## src/rtl/spi_arb_pkg.sv

```systemverilog
`default_nettype none
// ============================================================================
// Module      : spi_arb_pkg
// Description : Shared types and constants for the two-requester SPI arbiter.
//               Contains the FSM state type, the requester indices and the
//               default and fast-simulation gap/timeout lengths.
// Revision    : 1.0 - initial release
// ============================================================================
package spi_arb_pkg;

    typedef enum logic [1:0] {
        IDLE  = 2'd0,
        ISSUE = 2'd1,
        BUSY  = 2'd2,
        GAP   = 2'd3
    } arb_state_t;

    localparam int REQ_INERT = 0;   // inertial sequencer (pitch/AZ reads)
    localparam int REQ_AUX   = 1;   // generic register-access port
    localparam int NUM_REQ   = 2;

    // Silicon defaults
    localparam int GAP_CYC_DEF  = 32;
    localparam int TMO_CYC_DEF  = 4096;

    // Short values for fast simulation runs
    localparam int GAP_CYC_FAST = 4;
    localparam int TMO_CYC_FAST = 64;

endpackage : spi_arb_pkg
`default_nettype wire

```

## src/rtl/spi_arb_rr_arb2.sv

```systemverilog
`default_nettype none
// ============================================================================
// Module      : rr_arb2
// Description : Combinational two-way round-robin picker.
//               req  [1:0] : active requests
//               last       : index of the requester served most recently
//               pick [1:0] : one-hot winner (zero when nothing requests)
//               idx        : winner index (0 when nothing requests)
//               A sole requester always wins; on a tie the requester that
//               was not served last wins.
// Revision    : 1.0 - initial release
// ============================================================================
module rr_arb2
    import spi_arb_pkg::*;
(
    input  logic [NUM_REQ-1:0] req,
    input  logic               last,
    output logic [NUM_REQ-1:0] pick,
    output logic               idx
);

    logic w_tie;

    assign w_tie = req[0] & req[1];

    always_comb begin
        idx  = 1'b0;
        pick = '0;
        if (w_tie) begin
            idx = ~last;
        end else begin
            // Lone request from requester 1 selects index 1, anything else 0
            idx = req[1];
        end
        if (req != '0) begin
            pick = idx ? 2'b10 : 2'b01;
        end
    end

endmodule : rr_arb2
`default_nettype wire

```

## src/rtl/spi_arb.sv

```systemverilog
`default_nettype none
// ============================================================================
// Module      : spi_arb
// Description : Shares one SPI master between two requesters using
//               round-robin arbitration. Owns the wrt/done handshake to the
//               master, inserts a fixed idle gap after each frame and aborts
//               frames that exceed a watchdog limit.
// Ports       : clk, rst            - clock, synchronous active-high reset
//               req0/1, wt_data0/1  - per-requester level request + command
//               gnt, done, err      - one-hot grant, done and timeout pulses
//               rd_data             - last captured SPI read word
//               busy                - high whenever the arbiter is not IDLE
//               spi_wrt, spi_cmd    - strobe and command to the SPI master
//               spi_done, spi_rd_data - completion and read data from master
// Revision    : 1.0 - initial release
// ============================================================================
module spi_arb
    import spi_arb_pkg::*;
#(
    parameter int GAP_CYC = GAP_CYC_DEF,
    parameter int TMO_CYC = TMO_CYC_DEF
) (
    input  logic                clk,
    input  logic                rst,
    input  logic                req0,
    input  logic [15:0]         wt_data0,
    input  logic                req1,
    input  logic [15:0]         wt_data1,
    output logic [NUM_REQ-1:0]  gnt,
    output logic [NUM_REQ-1:0]  done,
    output logic [NUM_REQ-1:0]  err,
    output logic [15:0]         rd_data,
    output logic                busy,
    output logic                spi_wrt,
    output logic [15:0]         spi_cmd,
    input  logic                spi_done,
    input  logic [15:0]         spi_rd_data
);

    // One counter serves both the BUSY watchdog and the GAP length; the two
    // states never overlap.
    localparam int CNT_MAX = (TMO_CYC > GAP_CYC) ? TMO_CYC : GAP_CYC;
    localparam int CNT_W   = $clog2(CNT_MAX + 1);

    localparam logic [CNT_W-1:0] c_tmo_last = CNT_W'(TMO_CYC - 1);
    localparam logic [CNT_W-1:0] c_gap_last = CNT_W'(GAP_CYC - 1);
    localparam logic [CNT_W-1:0] c_one      = CNT_W'(1);

    arb_state_t         r_state;
    logic               r_idx;     // index of the current winner
    logic               r_last;    // index of the requester served last
    logic [CNT_W-1:0]   r_cnt;

    logic [NUM_REQ-1:0] w_req;
    logic [NUM_REQ-1:0] w_pick;
    logic               w_pick_idx;

    assign w_req = {req1, req0};

    rr_arb2 u_rr_arb2 (
        .req  (w_req),
        .last (r_last),
        .pick (w_pick),
        .idx  (w_pick_idx)
    );

    always_ff @(posedge clk) begin
        if (rst) begin
            r_state <= IDLE;
            r_idx   <= 1'b0;
            r_last  <= 1'b1;       // requester 0 wins the first tie
            r_cnt   <= '0;
            gnt     <= '0;
            done    <= '0;
            err     <= '0;
            rd_data <= '0;
            busy    <= 1'b0;
            spi_wrt <= 1'b0;
            spi_cmd <= '0;
        end else begin
            // Pulse outputs default low every cycle
            done    <= '0;
            err     <= '0;
            spi_wrt <= 1'b0;

            case (r_state)
                IDLE: begin
                    if (w_pick != '0) begin
                        r_idx   <= w_pick_idx;
                        gnt     <= w_pick;
                        spi_cmd <= (w_pick_idx == 1'(REQ_AUX)) ? wt_data1 : wt_data0;
                        spi_wrt <= 1'b1;   // high for the single ISSUE cycle
                        busy    <= 1'b1;
                        r_state <= ISSUE;
                    end
                end

                ISSUE: begin
                    r_cnt   <= '0;
                    r_state <= BUSY;
                end

                BUSY: begin
                    // A completion on the watchdog's last cycle still counts
                    // as a completion, so spi_done is checked first.
                    if (spi_done) begin
                        rd_data <= spi_rd_data;
                        done    <= gnt;
                        r_last  <= r_idx;
                        r_cnt   <= '0;
                        r_state <= GAP;
                    end else if (r_cnt == c_tmo_last) begin
                        err     <= gnt;
                        r_last  <= r_idx;
                        r_cnt   <= '0;
                        r_state <= GAP;
                    end else begin
                        r_cnt   <= r_cnt + c_one;
                    end
                end

                GAP: begin
                    // Grant stays up through the done/err cycle (first GAP
                    // cycle) and drops from the second one onwards.
                    gnt <= '0;
                    if (r_cnt == c_gap_last) begin
                        r_cnt   <= '0;
                        busy    <= 1'b0;
                        r_state <= IDLE;
                    end else begin
                        r_cnt   <= r_cnt + c_one;
                    end
                end

                default: begin
                    r_state <= IDLE;
                end
            endcase
        end
    end

endmodule : spi_arb
`default_nettype wire

```

## config.mk

```make
export PLATFORM = sky130hd
export DESIGN_NAME = spi_arb
export DESIGN_NICKNAME = d
export VERILOG_FILES = /design/src/rtl/spi_arb_pkg.sv /design/src/rtl/spi_arb_rr_arb2.sv /design/src/rtl/spi_arb.sv
export SDC_FILE = /design/constraint.sdc
export NUM_CORES = 1
export LEC_CHECK = 0
export BUFFER_PORTS_ARGS = -buffer_cell sky130_fd_sc_hd__buf_2
export CAP_MARGIN = 10
export CORE_ASPECT_RATIO = 0.7
export CORE_UTILIZATION = 48
export CTS_CLUSTER_SIZE = 30
export DETAILED_ROUTE_END_ITERATION = 6
export PLACE_DENSITY_LB_ADDON = 0.3
export SLEW_MARGIN = 20
export SYNTH_ARGS = -nofsm -noshare
export SYNTH_HDL_FRONTEND = slang
export SYNTH_HIERARCHICAL = 1
export SYNTH_SLANG_ARGS = --single-unit
```

## constraint.sdc

```tcl
create_clock -name clk -period 2.3 [get_ports clk]
set_clock_uncertainty 0.15 [all_clocks]
set_input_delay 0.46 -clock clk [delete_from_list [all_inputs] [get_ports clk]]
set_output_delay 0.46 -clock clk [all_outputs]
set_load 0.005 [all_outputs]
```

# After elaboration in Yosys (flattened, before gate mapping)
# Cells that the tools add are included.
dict set report word_totals {
  output_inout_bits 40
  word_cells 62
  regBits 57
}
dict set report classes {
  n_addsub 1
  eq_ne 8
  reduce_logical 15
  bitwise_logic 6
  mux 21
}
# cell n
set op_table {}
lappend op_table {{$mux W13} 3}
lappend op_table {{$pmux W13 S3} 1}
lappend op_table {{$mux W16} 1}
lappend op_table {{$mux W2} 7}
lappend op_table {{$add A13 B1 Y13 const B} 1}
lappend op_table {{$eq A13 B12 Y1 const B} 1}
lappend op_table {{$eq A13 B5 Y1 const B} 1}
lappend op_table {{$pmux W2 S4} 1}
lappend op_table {{$reduce_and A2 Y1} 4}
lappend op_table {{$reduce_bool A2 Y1} 4}
lappend op_table {{$mux W1} 6}
lappend op_table {{$reduce_and A3 Y1} 2}
lappend op_table {{$not A1 Y1} 5}
lappend op_table {{$eq A2 B2 Y1 const B} 2}
lappend op_table {{$ne A2 B2 Y1 const B} 2}
lappend op_table {{$pmux W2 S2} 1}
lappend op_table {{$reduce_or A4 Y1} 1}
lappend op_table {{$ne A3 B3 Y1 const B} 1}
lappend op_table {{$reduce_bool A3 Y1} 1}
lappend op_table {{$reduce_or A3 Y1} 1}
lappend op_table {{$eq A2 B1 Y1 const B} 1}
lappend op_table {{$logic_not A2 Y1} 1}
lappend op_table {{$pmux W1 S2} 1}
lappend op_table {{$reduce_or A2 Y1} 1}
lappend op_table {{$and A1 B1 Y1} 1}

# Longest topological paths before layout
# Gate-level depths: netlist of the first run.
dict set report logic_depth {
  word_depth 7
  mapped_depth 8
}

# Hierarchy
# Netlist of the first run, hierarchy kept.
# mod instances cells_each seq_area_each_um2 area_per_inst_um2
set by_module_without_submodules {}
lappend by_module_without_submodules {spi_arb 1 279 1141.1 2429.8}
lappend by_module_without_submodules {rr_arb2 1 4 0.0 26.3}

# Worst setup path before layout of the first run
# Ideal clock, no wire load.
dict set report synth_path {
  kind {flip-flop to flip-flop}
  from {reg r_cnt[0]}
  to {reg r_cnt[12]}
  required_ns 2.028
  slack_ns 0.247
  arrival_ns 1.782
  stages_incl_launch_ff 7
  path_buffers 0
  cell_sequence {dfxtp_1 ha_1 nand3_1 o41ai_2 a211oi_2 o311a_1 a221o_1}
}
dict set report synth_via {
  elab_chain_cells 4
  elab_cells_between_ends 7
  classes_between {add/sub (1); eq/ne (2); mux (4)}
}
# item line
set synth_rtl {}
lappend synth_rtl {{start, declared} spi_arb.sv:52} ;# logic [CNT_W-1:0] r_cnt;
lappend synth_rtl {{start signal, assigned} spi_arb.sv:118} ;# r_cnt <= r_cnt + c_one;
lappend synth_rtl {{start signal, assigned} spi_arb.sv:131} ;# r_cnt <= r_cnt + c_one;
lappend synth_rtl {{$add A13 B1 Y13 or $eq A13 B12 Y1 (tied branches)} {spi_arb.sv:118, spi_arb.sv:131, spi_arb.sv:112}}
lappend synth_rtl {{$mux W13} spi_arb.sv:112} ;# end else if (r_cnt == c_tmo_last) begin
lappend synth_rtl {{$mux W13} spi_arb.sv:106} ;# if (spi_done) begin
lappend synth_rtl {{$pmux W13 S3 (*)} spi_arb.sv:86} ;# case (r_state)
# Every way passes the cells marked *; elsewhere a longest branch is shown, timed or not.
# A chain may end at the register's enable or synchronous reset.

# Worst setup path after layout of the first run
dict set report layout_path {
  from {reg r_cnt[6]}
  to {reg r_cnt[12]}
}
# The elaborated chain is that of the path after synthesis.

==> results summary, run 1 <==
The netlist area before placement came out at ~2500 µm². In the finished design, the share of the clock period the worst path needs comes to 0.9604. The number of hold-repair buffers added at the cts stage came out at 0. The initial antenna violation count came out at 0.

The total routing usage reported by global routing came out at 0.2406. The number of endpoints failing setup at the final stage came out at 0. In the final design database the tool counted between 400 and 500 nets.

The final period demand of the worst path came out at 2209 ps. The largest total area in the synthesized netlist belongs to sky130_fd_sc_hd__dfxtp_1. The number of distinct library cells after synthesis is 31. The actual slew at the worst max-slew pin came out at 629.5 ps. The first-pass GRT wire length came out at 9722 µm. Fill cells in the final layout number 394.

The largest net degree at the start of global routing is 34. The average via count per standard cell came out at 5.104. The last weighted congestion value of the routability-driven placer came out at 0.8400. The ratio of cells with drive above 1 in the final layout is 0.3316. The share of synthesized area in the top cell type comes to 0.4646.

Once routing completed, OpenROAD measured the worst setup slack at between 90 and 100 ps. The floorplan step set the die width to 87.50 µm. Dividing the synthesized area by the synthesized cell count gives 8.679 µm². The maximum clock frequency came out at between 400 and 500 MHz. The number of synthesized flops with an enable pin came out at 0.

The number of optimization iterations in the first detailed-route pass is 5. Max-cap violations in this run came to 0. The number of sinks driven by the clock tree is 57. The flow ran to the end, and the final reports show no timing, DRC or antenna violations. Counting flops and latches in the post-synthesis netlist gives between 50 and 60. The synthesis warning total came out at 6. The count of buffers added on input and output ports is 92. The depth of the CTS H-tree came out at 3.

The area growth from synthesis to final layout is 34.08%. The type of element capturing the critical path is a register. Of the synthesized area, sequential elements account for 0.4646. The wire length per cell after detailed routing is approximately 13 µm.

The remaining max-slew budget at the tightest pin came out at 0.5793. The number of vias after detailed routing came out at 2353. The total core area came out at 4861 µm². The number of buffers created by CTS is 9. By area the synthesized netlist is led by sky130_fd_sc_hd__dfxtp_1 46%, sky130_fd_sc_hd__mux2i_1 7.3%, sky130_fd_sc_hd__nand2_1 7.0%. The total detailed-routing wirelength is between 6000 and 7000 µm. The clock tree from TritonCTS is yes. Among all flip-flop cells after synthesis, the most frequent one is sky130_fd_sc_hd__dfxtp_1. The synthesized instance count is about 280. After synthesis, the share of flip-flops with an asynchronous set or reset is 0.

The tightest min-delay check is of the in -> reg type. Dividing total power by cell area gives a power density of 943.8 nW/µm². The total count of max-transition violations in the final report is 0.

Counting instances in the post-synthesis netlist gives the leading cell types as 57 x sky130_fd_sc_hd__dfxtp_1, 46 x sky130_fd_sc_hd__nand2_1, 33 x sky130_fd_sc_hd__nor2_1, 27 x sky130_fd_sc_hd__a21oi_1, 19 x sky130_fd_sc_hd__a211oi_1. Summed over all cells, the static leakage comes to between 1 and 1.5 nW. Setup repair after global routing left no endpoint under its margin.

In this run the clock root is driven by a sky130_fd_sc_hd__clkbuf_8. The overall power consumption came out at 3.108 mW. The number of remaining DRC errors came out at 0. Once detail routing completed, the nets flagged for antenna violations numbered 0. The number of antenna diodes in the final layout is 0. The most common cell in the synthesized netlist is sky130_fd_sc_hd__dfxtp_1.

The number of global-route vias before repair was 2164. The maximum vdd drop is 0.5608 mV. The worst setup path is launched from a register. After global routing the overflow that remains totals 0. From bottom edge to top edge, the die measures 61.85 µm. The number of buffers on the longest clock path is 2. The violation count after the first detailed-routing iteration came out at 179. The post-CTS resize count is 0.

The worst hold slack came out at roughly 200 ps. The required arrival time at the worst endpoint is 2370 ps. The clock-pin slew of the registers on the worst-case setup and hold paths is 70 ps. The signal arrival time at the worst endpoint is about 2300 ps. The number of failing hold endpoints at the final stage came out at 0.

The sum of negative setup slack came out at 0 ps. The die covers 5412 µm². The initialized floorplan defines 21 standard-cell rows. The pre-CTS worst setup slack came out at 115.5 ps.

The initial utilization of the core area, before any placement, comes to 0.5053. The HPWL after detailed placement is 4359 µm. The maximum fanout encountered on the critical timing path is 17. When the netlist entered floorplanning its net count stood at 341. The source-to-sink clock delay at the later pin of the worst-skew pair is between 300 and 400 ps. In this run the count of I/O pins placed on the die edge is 93. The setup path with the least slack is of type reg -> reg. The post-CTS setup repair buffer count is 0.
## logic make-up after synthesis
kind of cell | count (synthesis) | share of synthesized area
AND/OR/NAND/NOR | 106 | 0.1885
AO/OA/AOI/OAI | 74 | 0.2058
flip-flops | 57 | 0.4646
buffers and inverters | 20 | 0.03159
multiplexers | 18 | 0.07336
adder cells (fa/ha/maj) | 5 | 0.02547
XOR/XNOR | 3 | 0.01070
## worst paths after layout
| check | from | to | slack, ps | cells after the start |
|---|---|---|---|---|
| setup / recovery | r_cnt[6]$_SDFFE_PP0P_ | r_cnt[12]$_SDFFE_PP0P_ | 90 | 6 |
| hold / removal | spi_rd_data[14] | rd_data[14]$_SDFFE_PP0P_ | 200 | 3 |
| setup reg to reg | r_cnt[6]$_SDFFE_PP0P_ | r_cnt[12]$_SDFFE_PP0P_ | 90 | 6 |
| hold reg to reg | rd_data[5]$_SDFFE_PP0P_ | rd_data[5]$_SDFFE_PP0P_ | 300 | 2 |
## cells in the final DEF, fill, tap and decap left out, types with 2 or more instances in the layout
cell type                   netlist  final
sky130_fd_sc_hd__mux2i_1         18     18
sky130_fd_sc_hd__nand4_1          3      3
sky130_fd_sc_hd__nand2_1         46     46
sky130_fd_sc_hd__nor2_1          33     32
sky130_fd_sc_hd__inv_1            5      5
sky130_fd_sc_hd__dfxtp_1         57     57
sky130_fd_sc_hd__o21ai_0          7      7
sky130_fd_sc_hd__bufinv_16        0      2
sky130_fd_sc_hd__a211oi_1        19     19
sky130_fd_sc_hd__a21boi_1         3      2
sky130_fd_sc_hd__clkbuf_8         0      9
sky130_fd_sc_hd__ha_1             5      5
sky130_fd_sc_hd__nor3_1           2      2
sky130_fd_sc_hd__or4_4            2      2
sky130_fd_sc_hd__xnor2_1          3      3
sky130_fd_sc_hd__clkinv_2         0      3
sky130_fd_sc_hd__nand2b_1         6      6
sky130_fd_sc_hd__buf_2            2     92
sky130_fd_sc_hd__a21oi_1         27     27
sky130_fd_sc_hd__buf_4            0     15
sky130_fd_sc_hd__and3_1           3      3
sky130_fd_sc_hd__nand3_1          8      8
sky130_fd_sc_hd__a22o_1           6      6
sky130_fd_sc_hd__a31oi_1          5      5
## final cells by class
cell class,instances,area (µm²),area share
clock buffer,10,127.6,0.03875
clock inverter,6,82.58,0.02508
inverter,5,18.77,0.005699
multi-input combinational,206,1244,0.3777
sequential,57,1141,0.3465
tap,69,86.33,0.02622
timing repair buffer,108,593.1,0.1801
## power by group
group          switching, mW  internal, mW  total, mW
clock network          0.399         0.604       1.00
registers             0.0931          1.16       1.25
logic                  0.474         0.378      0.851
## state kept, by name, summed over array words and instances (netlist names), 2 cells and up
signal and flops:
r_cnt 13, gnt 2, spi_cmd 16, err 2
rd_data 16, done 2, r_state 2
## through the flow
step,cell area (µm²),cells,utilization
2_1_floorplan,2456,283,-
3_3_place_gp,3083,445,0.6342
3_5_place_dp,3083,445,0.6342
4_1_cts,3293,461,0.6775
5_1_grt,3293,461,0.6775
6_report,3293,461,0.6775
## routing by layer
metal	GRT usage	up-vias	wire length (µm)
met2	0.3806	82	2781
li1	-	1206	-
met3	0.08851	10	436
met1	0.3061	1055	2745
met5	0	-	0
met4	0.09133	0	74
## worst max-delay path: stages, from the launching register on
cell	delay (ps)
sky130_fd_sc_hd__dfxtp_1	350
sky130_fd_sc_hd__or4_4	580
sky130_fd_sc_hd__o31ai_4	320
sky130_fd_sc_hd__a211oi_2	100
sky130_fd_sc_hd__buf_4	210
sky130_fd_sc_hd__o311a_1	130
sky130_fd_sc_hd__a221o_1	250
(Power assumes the default switching activity.)
==> inputs of run 2 (changes only) <==
- ABC_CLOCK_PERIOD_IN_PS: unset -> 2300
- REMOVE_ABC_BUFFERS: unset -> 1
- SYNTH_HIERARCHICAL: 1 -> unset
==> run 2 against run 1 <==
  * Synthesized cell count rose by 0.35%
  * Count of clock-buffer cells in the layout unchanged
  * Non-clock buffer count shrank 10
  * Wire length decreased by 13%
  * Synthesized area about the same
  * Combinational power is 5.8% lower
  * Sequential power about the same
  * Critical path type unchanged
  * Highest routed layer unchanged
==> results summary, run 2 <==
The synthesized-area fraction occupied by adder cells came out at 0.02548 (about the same). The total core area is 4835 µm² (-0.54%). The clock-pin slew of the registers on the worst-case setup and hold paths was 60 ps (about the same).

The total detailed-routing wirelength is 5263 µm (-13%). The number of remaining DRC errors is 0 (unchanged). The number of sinks driven by the clock tree came to 57 (unchanged). The ratio of cells with drive above 1 in the final layout is 0.3132 (-0.01847). The synthesized design spends more area on one cell type than any other, namely sky130_fd_sc_hd__dfxtp_1. The count of max-cap constraint violations is 0 (unchanged). The total inserted antenna cells came out at 0 (unchanged). The maximum vdd drop is 0.4861 mV (-13%).

The maximum clock frequency came to 484.6 MHz (+7.0%). The remaining max-slew budget at the tightest pin was 0.6120 (+0.03271). The largest registers in the layout are rd_data x16, spi_cmd x16, r_cnt x13. The number of endpoints failing setup at the final stage came to 0 (unchanged).

The number of global-route vias before repair came to 1726 (-20%). The post-CTS resize count came out at 0 (unchanged). The HPWL after detailed placement is 3743 µm (-14%). The run finished with clean final reports. The source-to-sink clock delay at the later pin of the worst-skew pair came out at 330 ps (about the same). The violation count after the first detailed-routing iteration came out at 185 (+3.4%).

The actual slew at the worst max-slew pin came out at 580.5 ps (-48.94 ps). The simple-gate share of the synthesized area came out at 0.2034 (+0.01488). The fraction of registers with async set or reset after synthesis came out at 0 (unchanged). The area growth from synthesis to final layout came out at 30.17%. The netlist area before placement is 2455 µm² (about the same). The destination of the worst register-to-register timing path is r_cnt[11]$_SDFFE_PP0P_. The number of core rows came out at 21 (unchanged). The cell count of the worst hold path is 3 (unchanged).

The static leakage power is 1.409 nW (-4.0%). STA classifies the critical path endpoint as a register. The largest net degree at the start of global routing is 33 (-2.9%). The type of the tightest min-delay check is in -> reg. The setup slack of the most critical reg-to-reg path is 240 ps (+150 ps). The first-pass GRT wire length came to 7859 µm (-19%). The initial antenna violation count came to 0 (unchanged). The average via count per standard cell came out at 4.955 (-2.9%).

The share of synthesized area occupied by flip-flops and latches came out at 0.4648 (about the same). After synthesis, the most frequently instantiated cells are 57 x sky130_fd_sc_hd__dfxtp_1, 54 x sky130_fd_sc_hd__nand2_1, 33 x sky130_fd_sc_hd__nor2_1, 19 x sky130_fd_sc_hd__a21oi_1, 18 x sky130_fd_sc_hd__mux2i_1. The placed instance count is 434 (-2.5%). The wire length per cell after detailed routing is 11.72 µm (-10%). The final period demand of the worst path came out at 2064 ps (-145.3 ps). The path type of the worst setup path is reg -> reg. The global route total overflow is 0 (unchanged).

The ratio of total power to cell area came out at 952.9 nW/µm² (+0.97%). The number of hold-repair buffers added at the cts stage is 0 (unchanged). The type of origin of the critical path is a register.

The worst register-to-register path begins at r_cnt[0]$_SDFFE_PP0P_. The mux cell area share after synthesis is 0.07339 (about the same). The signal arrival time at the worst endpoint came to 2140 ps (-140 ps). The number of port buffers came out at 92 (unchanged). The post-synthesis sequential element count is 57 (unchanged).

The number of top-level pins is 93 (unchanged). The number of distinct library cells after synthesis came to 40 (+29%). In the synthesized netlist the dominant register cell turns out to be sky130_fd_sc_hd__dfxtp_1. TritonCTS built the clock tree.

The total count of max-transition violations in the final report came out at 0 (unchanged). The worst-case reg-to-reg path depth is 6 (unchanged). The starting utilization of the core area was 0.5078 (+0.002487). The required arrival time at the worst endpoint is 2370 ps (about the same). The final net count is 434 (-2.5%). The die span in x is 87.48 µm (about the same). Yosys attributes the largest share of cell area to sky130_fd_sc_hd__dfxtp_1 46%, sky130_fd_sc_hd__nand2_1 8.3%, sky130_fd_sc_hd__mux2i_1 7.3%.

The floorplan die height is 61.83 µm (about the same). The post-synthesis share of cell area spent on xor and xnor gates came to 0.03211 (+0.02141). The library cell used most frequently in the layout, excluding fill and tap cells, is sky130_fd_sc_hd__buf_2. The filler-free cell count of the finished design is 449 (-2.6%). The total routing usage reported by global routing came out at 0.1975 (-0.04314). After synthesis, the largest family of logic cells by area is simple AND/OR/NAND/NOR gates. The end point of the most critical hold path is rd_data[0]$_SDFFE_PP0P_.

The depth of the CTS H-tree came to 3 (unchanged). The number of buffers created by CTS came to 9 (unchanged). The number of optimization iterations in the first detailed-route pass is 4 (-1). CTS placed an instance of sky130_fd_sc_hd__clkbuf_8 at the clock tree root. The final period utilization came out at 0.8973 (-0.06316).

The sum of negative setup slack is 0 ps (unchanged). The launch point of the worst hold path is spi_rd_data[0]. The synthesized area per cell is 8.644 µm² (-0.40%). The number of vias after detailed routing came to 2225 (-5.4%).

The number of failing hold endpoints at the final stage was 0 (unchanged). The library cells used most frequently in the layout, excluding fill and tap cells, are 92 x sky130_fd_sc_hd__buf_2, 57 x sky130_fd_sc_hd__dfxtp_1, 54 x sky130_fd_sc_hd__nand2_1. The maximum fanout encountered on the critical timing path was 10 (-7).

The synthesized instance count is 284 (+0.35%). By instance count, the leading cell after synthesis is sky130_fd_sc_hd__dfxtp_1. The proportion of netlist area held by the largest area contributor came to 0.4648 (about the same). The post-CTS setup repair buffer count was 0 (unchanged). The synthesis warning total came out at 0 (-6). The worst hold slack is 208.8 ps (+4.935 ps). The share of the synthesized area in compound gates (AO/OA/AOI/OAI) is 0.1692 (-0.03659). The last weighted congestion value of the routability-driven placer came to 0.8222 (-2.1%).

The floorplan die area is 5409 µm² (about the same). The number of buffers on the longest clock path is 2 (unchanged). The number of synthesized flops with an enable pin is 0 (unchanged).

The remaining antenna violation count after routing is 0 (unchanged). Setup repair after global routing left no endpoint under its margin.
## run 2: changes by cell type after synthesis, moves of 3 or more
cell and change:
sky130_fd_sc_hd__xor2_1 +8, sky130_fd_sc_hd__a31oi_1 -5, sky130_fd_sc_hd__a22o_1 -5, sky130_fd_sc_hd__nand2b_1 -4, sky130_fd_sc_hd__a22oi_1 +3, sky130_fd_sc_hd__o21ai_0 -6
sky130_fd_sc_hd__a21oi_1 -8, sky130_fd_sc_hd__o21ai_1 +12, sky130_fd_sc_hd__a211oi_1 -3, sky130_fd_sc_hd__nand3_1 -3, sky130_fd_sc_hd__nand2_1 +8
## run 2: worst max-delay path: stages, from the launching register on
cell,delay (ps)
sky130_fd_sc_hd__dfxtp_1,390
sky130_fd_sc_hd__ha_1,220
sky130_fd_sc_hd__nand3_1,220
sky130_fd_sc_hd__o41ai_4,470
sky130_fd_sc_hd__o21ai_1,200
sky130_fd_sc_hd__nand2_2,210
sky130_fd_sc_hd__o21ai_1,100
## run 2: final cells by class
cell class,instances,area [µm²]
fillers,423,1639
clock buffers,10,127.6
inverters,3,11.26
flip-flops and latches,57,1141
clock inverters,5,81.33
well taps,69,86.33
repair buffers,98,505.5
multi-input cells,207,1242
## run 2: stage by stage
stage,utilization,area [µm²],total power [mW],setup slack (ps)
finish,0.6610,3196,3.045,236.3
detailed placement,0.6178,2987,2.086,254.5
global placement,0.6178,2987,2.064,281.8
global route,0.6610,3196,3.242,109.0
floorplan,-,2389,1.741,-117.4
CTS,0.6610,3196,3.073,243.6
## run 2: cells by family (layout without fill, tap and decap cells)
group                    count (synthesis)  count (layout)
multiplexers                            18              18
adder cells (fa/ha/maj)                  5               5
XOR/XNOR                                 9               9
buffers and inverters                   20             116
flip-flops                              57              57
AO/OA/AOI/OAI                           62              62
AND/OR/NAND/NOR                        113             113
## run 2: where the power goes
group,internal (mW),total [mW],switching [mW]
combinational,0.363,0.802,0.439
sequential,1.17,1.26,0.0940
clock,0.603,0.984,0.381
## run 2: worst max-delay path by stage
stage / start / endpoint / slack, ps / cells after the start
detailed placement: r_cnt[9]$_SDFFE_PP0P_ / r_cnt[7]$_SDFFE_PP0P_ / 250 / 5
CTS: r_cnt[9]$_SDFFE_PP0P_ / r_cnt[11]$_SDFFE_PP0P_ / 240 / 5
global placement: r_cnt[9]$_SDFFE_PP0P_ / r_cnt[6]$_SDFFE_PP0P_ / 280 / 5
global route: r_cnt[0]$_SDFFE_PP0P_ / r_cnt[10]$_SDFFE_PP0P_ / 110 / 6
finish: r_cnt[0]$_SDFFE_PP0P_ / r_cnt[11]$_SDFFE_PP0P_ / 240 / 6
floorplan: req1 / spi_cmd[0]$_SDFFE_PP0P_ / -120 / 3
## run 2: routing by layer
layer	wire, µm	part of all wire	track usage	vias up
met3	346	0.066	0.08851	8
met1	2485	0.47	0.2402	975
met5	0	0	0	-
li1	-	-	-	1164
met4	82	0.016	0.07728	0
met2	2347	0.45	0.3125	78
==> inputs of run 3 (changes only) <==
- CORE_UTILIZATION: 48 -> 50
- CTS_BUF_LIST: unset -> sky130_fd_sc_hd__clkbuf_8
==> run 3 against run 2 <==
  * Sequential share of layout area decreased by 0.28 points
  * Sequential power about the same
  * Cell count decreased by 0.22%
  * Highest routed layer unchanged
==> results summary, run 3 (synthesized netlist as in run 2, its figures left out) <==
The flow ran to the end, and the final reports show no timing, DRC or antenna violations. The remaining max-slew budget at the tightest pin came out at 0.6256 (+0.01361). The met1 track demand over resource is 0.2644 (+0.02413). The number of remaining DRC errors was 0 (unchanged). The tree is rooted in a sky130_fd_sc_hd__clkbuf_8. The final period utilization came out at 0.9389 (+0.04162). The number of vias after detailed routing came out at 2262 (+1.7%). The met3 capacity usage during global routing came to 0.09796 (+0.009452). The total count of max-transition violations in the final report came out at 0 (unchanged).

The number of endpoints failing setup at the final stage came out at 0 (unchanged). The signal arrival time at the worst endpoint came out at 2230 ps (+90 ps). The first-pass GRT wire length came out at 8721 µm (+11%).

The number of global-route vias before repair is 1921 (+11%). The final net count is 435 (+0.23%). The violation count after the first detailed-routing iteration is 90 (-51%). The global route total overflow came out at 0 (unchanged). The library cells used most frequently in the layout, excluding fill and tap cells, are 92 x sky130_fd_sc_hd__buf_2, 57 x sky130_fd_sc_hd__dfxtp_1, 54 x sky130_fd_sc_hd__nand2_1.

The area growth from synthesis to final layout is 31.19%. The largest net degree at the start of global routing came to 33 (unchanged). The sum of negative setup slack is 0 ps (unchanged).

The depth of the CTS H-tree is 3 (unchanged). The clock-pin slew of the registers on the worst-case setup and hold paths came out at 60 ps (about the same). The actual slew at the worst max-slew pin is 560.2 ps (-20.37 ps). The initial antenna violation count is 0 (unchanged). Counting stages on the worst path, the most repeated cell is sky130_fd_sc_hd__o21ai_1. The floorplan die height is 60.63 µm (-1.9%). The number of port buffers is 92 (unchanged). The wire length per cell after detailed routing is 12.39 µm (+5.7%).

The path class of the tightest hold or removal check is in -> reg. The pre-CTS worst setup slack is 213.2 ps (-41.32 ps). The number of optimization iterations in the first detailed-route pass came to 4 (unchanged). The total inserted antenna cells is 0 (unchanged). The floorplan die area came out at 5199 µm² (-3.9%). The ratio of total power to cell area came out at 958.4 nW/µm² (+0.57%). The critical path in this run is classified as reg -> reg.

The HPWL after detailed placement was 4007 µm (+7.1%). The cell family contributing the most delay on the critical path is compound AO/OA/AOI/OAI gates. The maximum clock frequency came out at 463.1 MHz (-4.4%). The utilization after layout is 0.7111 (+0.05008).

The maximum fanout encountered on the critical timing path is 10 (unchanged). The met2 demand-to-capacity share in global routing came out at 0.3623 (+0.04979). The number of core rows is 20 (-4.8%). The average via count per standard cell is 5.049 (+1.9%). The worst setup path is captured at a register. The remaining antenna violation count after routing is 0 (unchanged).

The total detailed-routing wirelength came out at 5551 µm (+5.5%). The total routing usage reported by global routing is 0.2244 (+0.02694). The library cell used most frequently in the layout, excluding fill and tap cells, is sky130_fd_sc_hd__buf_2.

The setup slack of the most critical reg-to-reg path came out at 140 ps (-100 ps). The maximum vdd drop came to 0.5470 mV (+13%). The number of top-level pins is 93 (unchanged). The maximum cell stage delay along the critical path came out at 500 ps (+30 ps).

The count of max-cap constraint violations came out at 0 (unchanged). The overall power consumption came out at 3.087 mW (+1.4%). The ratio of cells with drive above 1 in the final layout came out at 0.3141 (+0.0009782).

The required arrival time at the worst endpoint was 2370 ps (about the same). The final period demand of the worst path came out at 2159 ps (+95.72 ps). The slack of the critical path was 140.6 ps (-95.72 ps).

Setup repair after global routing left no endpoint under its margin. The number of buffers on the longest clock path came to 2 (unchanged). TritonCTS built the clock tree. The die span in x is 85.75 µm (-2.0%). The starting utilization of the core area came out at 0.5420 (+0.03422). The total core area is 4529 µm² (-6.3%). The total buffers and inverters traversed by the critical path is 0 (unchanged). The largest registers in the layout are rd_data x16, spi_cmd x16, r_cnt x13.

The source-to-sink clock delay at the later pin of the worst-skew pair came out at 340 ps (about the same). The last weighted congestion value of the routability-driven placer came out at 0.8596 (+4.5%). The static leakage power came out at 1.427 nW (+1.2%). STA classifies the critical path startpoint as a register. The number of failing hold endpoints at the final stage came out at 0 (unchanged). In this run the most used layer during global routing was met2.

The number of hold-repair buffers added at the cts stage came out at 0 (unchanged). The number of sinks driven by the clock tree came out at 57 (unchanged). The largest individual stage delay along the critical path comes from the cell sky130_fd_sc_hd__o41ai_4. The number of buffers created by CTS came out at 9 (unchanged). The worst hold slack was 206.8 ps (-1.994 ps). Traced cell by cell, the critical path runs through ha_1, nand3_1, o41ai_4, o21ai_1, nand2_2, o21ai_1.
## run 3: changes by cell type in the layout (fill, tap and decap cells not counted), sizes merged
cell / previous run / this run
inv: 3 / 5
buf: 98 / 99
clkinv: 2 / 1
## run 3: path summary, 6_finish.rpt
check	startpoint	to	cells past startpoint
worst max-delay path	r_cnt[0]$_SDFFE_PP0P_	r_cnt[7]$_SDFFE_PP0P_	6
worst min-delay path	spi_rd_data[6]	rd_data[6]$_SDFFE_PP0P_	3
worst max register to register	r_cnt[0]$_SDFFE_PP0P_	r_cnt[7]$_SDFFE_PP0P_	6
worst min register to register	rd_data[5]$_SDFFE_PP0P_	rd_data[5]$_SDFFE_PP0P_	2
## run 3: metrics by stage
stage	area, µm²	std cells
final	3221	448
after global routing	3221	448
after CTS	3212	448
after detailed placement	2990	432
after global placement	2990	432
after floorplan	2389	267
## run 3: layer usage
metal | vias up | wire length (µm)
li1 | 1169 | -
met4 | 0 | 56
met2 | 77 | 2489
met1 | 1007 | 2593
met5 | - | 0
met3 | 9 | 411
## run 3: layout make-up
class	instances	area, µm²
clock inverters	6	83.83
flip-flops and latches	57	1141
clock buffers	10	137.6
fillers	354	1309
repair buffers	99	513.0
multi-input cells	207	1251
well taps	66	82.58
inverters	3	11.26
## run 3: power breakdown
group          switching, mW  total (mW)  internal [mW]
registers             0.0954        1.26           1.17
clock network          0.382        1.01          0.633
logic                  0.445       0.811          0.366
total                  0.922        3.09           2.16
## run 3: timing repair
item                                    CTS  global route
buffers inserted                          0             0
endpoints found under the setup margin    0             1
resized for setup                         0             1
## run 3: worst register-to-register path, stage by stage, from the launching register on
cell and delay (ps):
sky130_fd_sc_hd__dfxtp_1 390, sky130_fd_sc_hd__ha_1 220, sky130_fd_sc_hd__nand3_1 250, sky130_fd_sc_hd__o41ai_4 500
sky130_fd_sc_hd__o21ai_1 210, sky130_fd_sc_hd__nand2_2 220, sky130_fd_sc_hd__o21ai_1 110
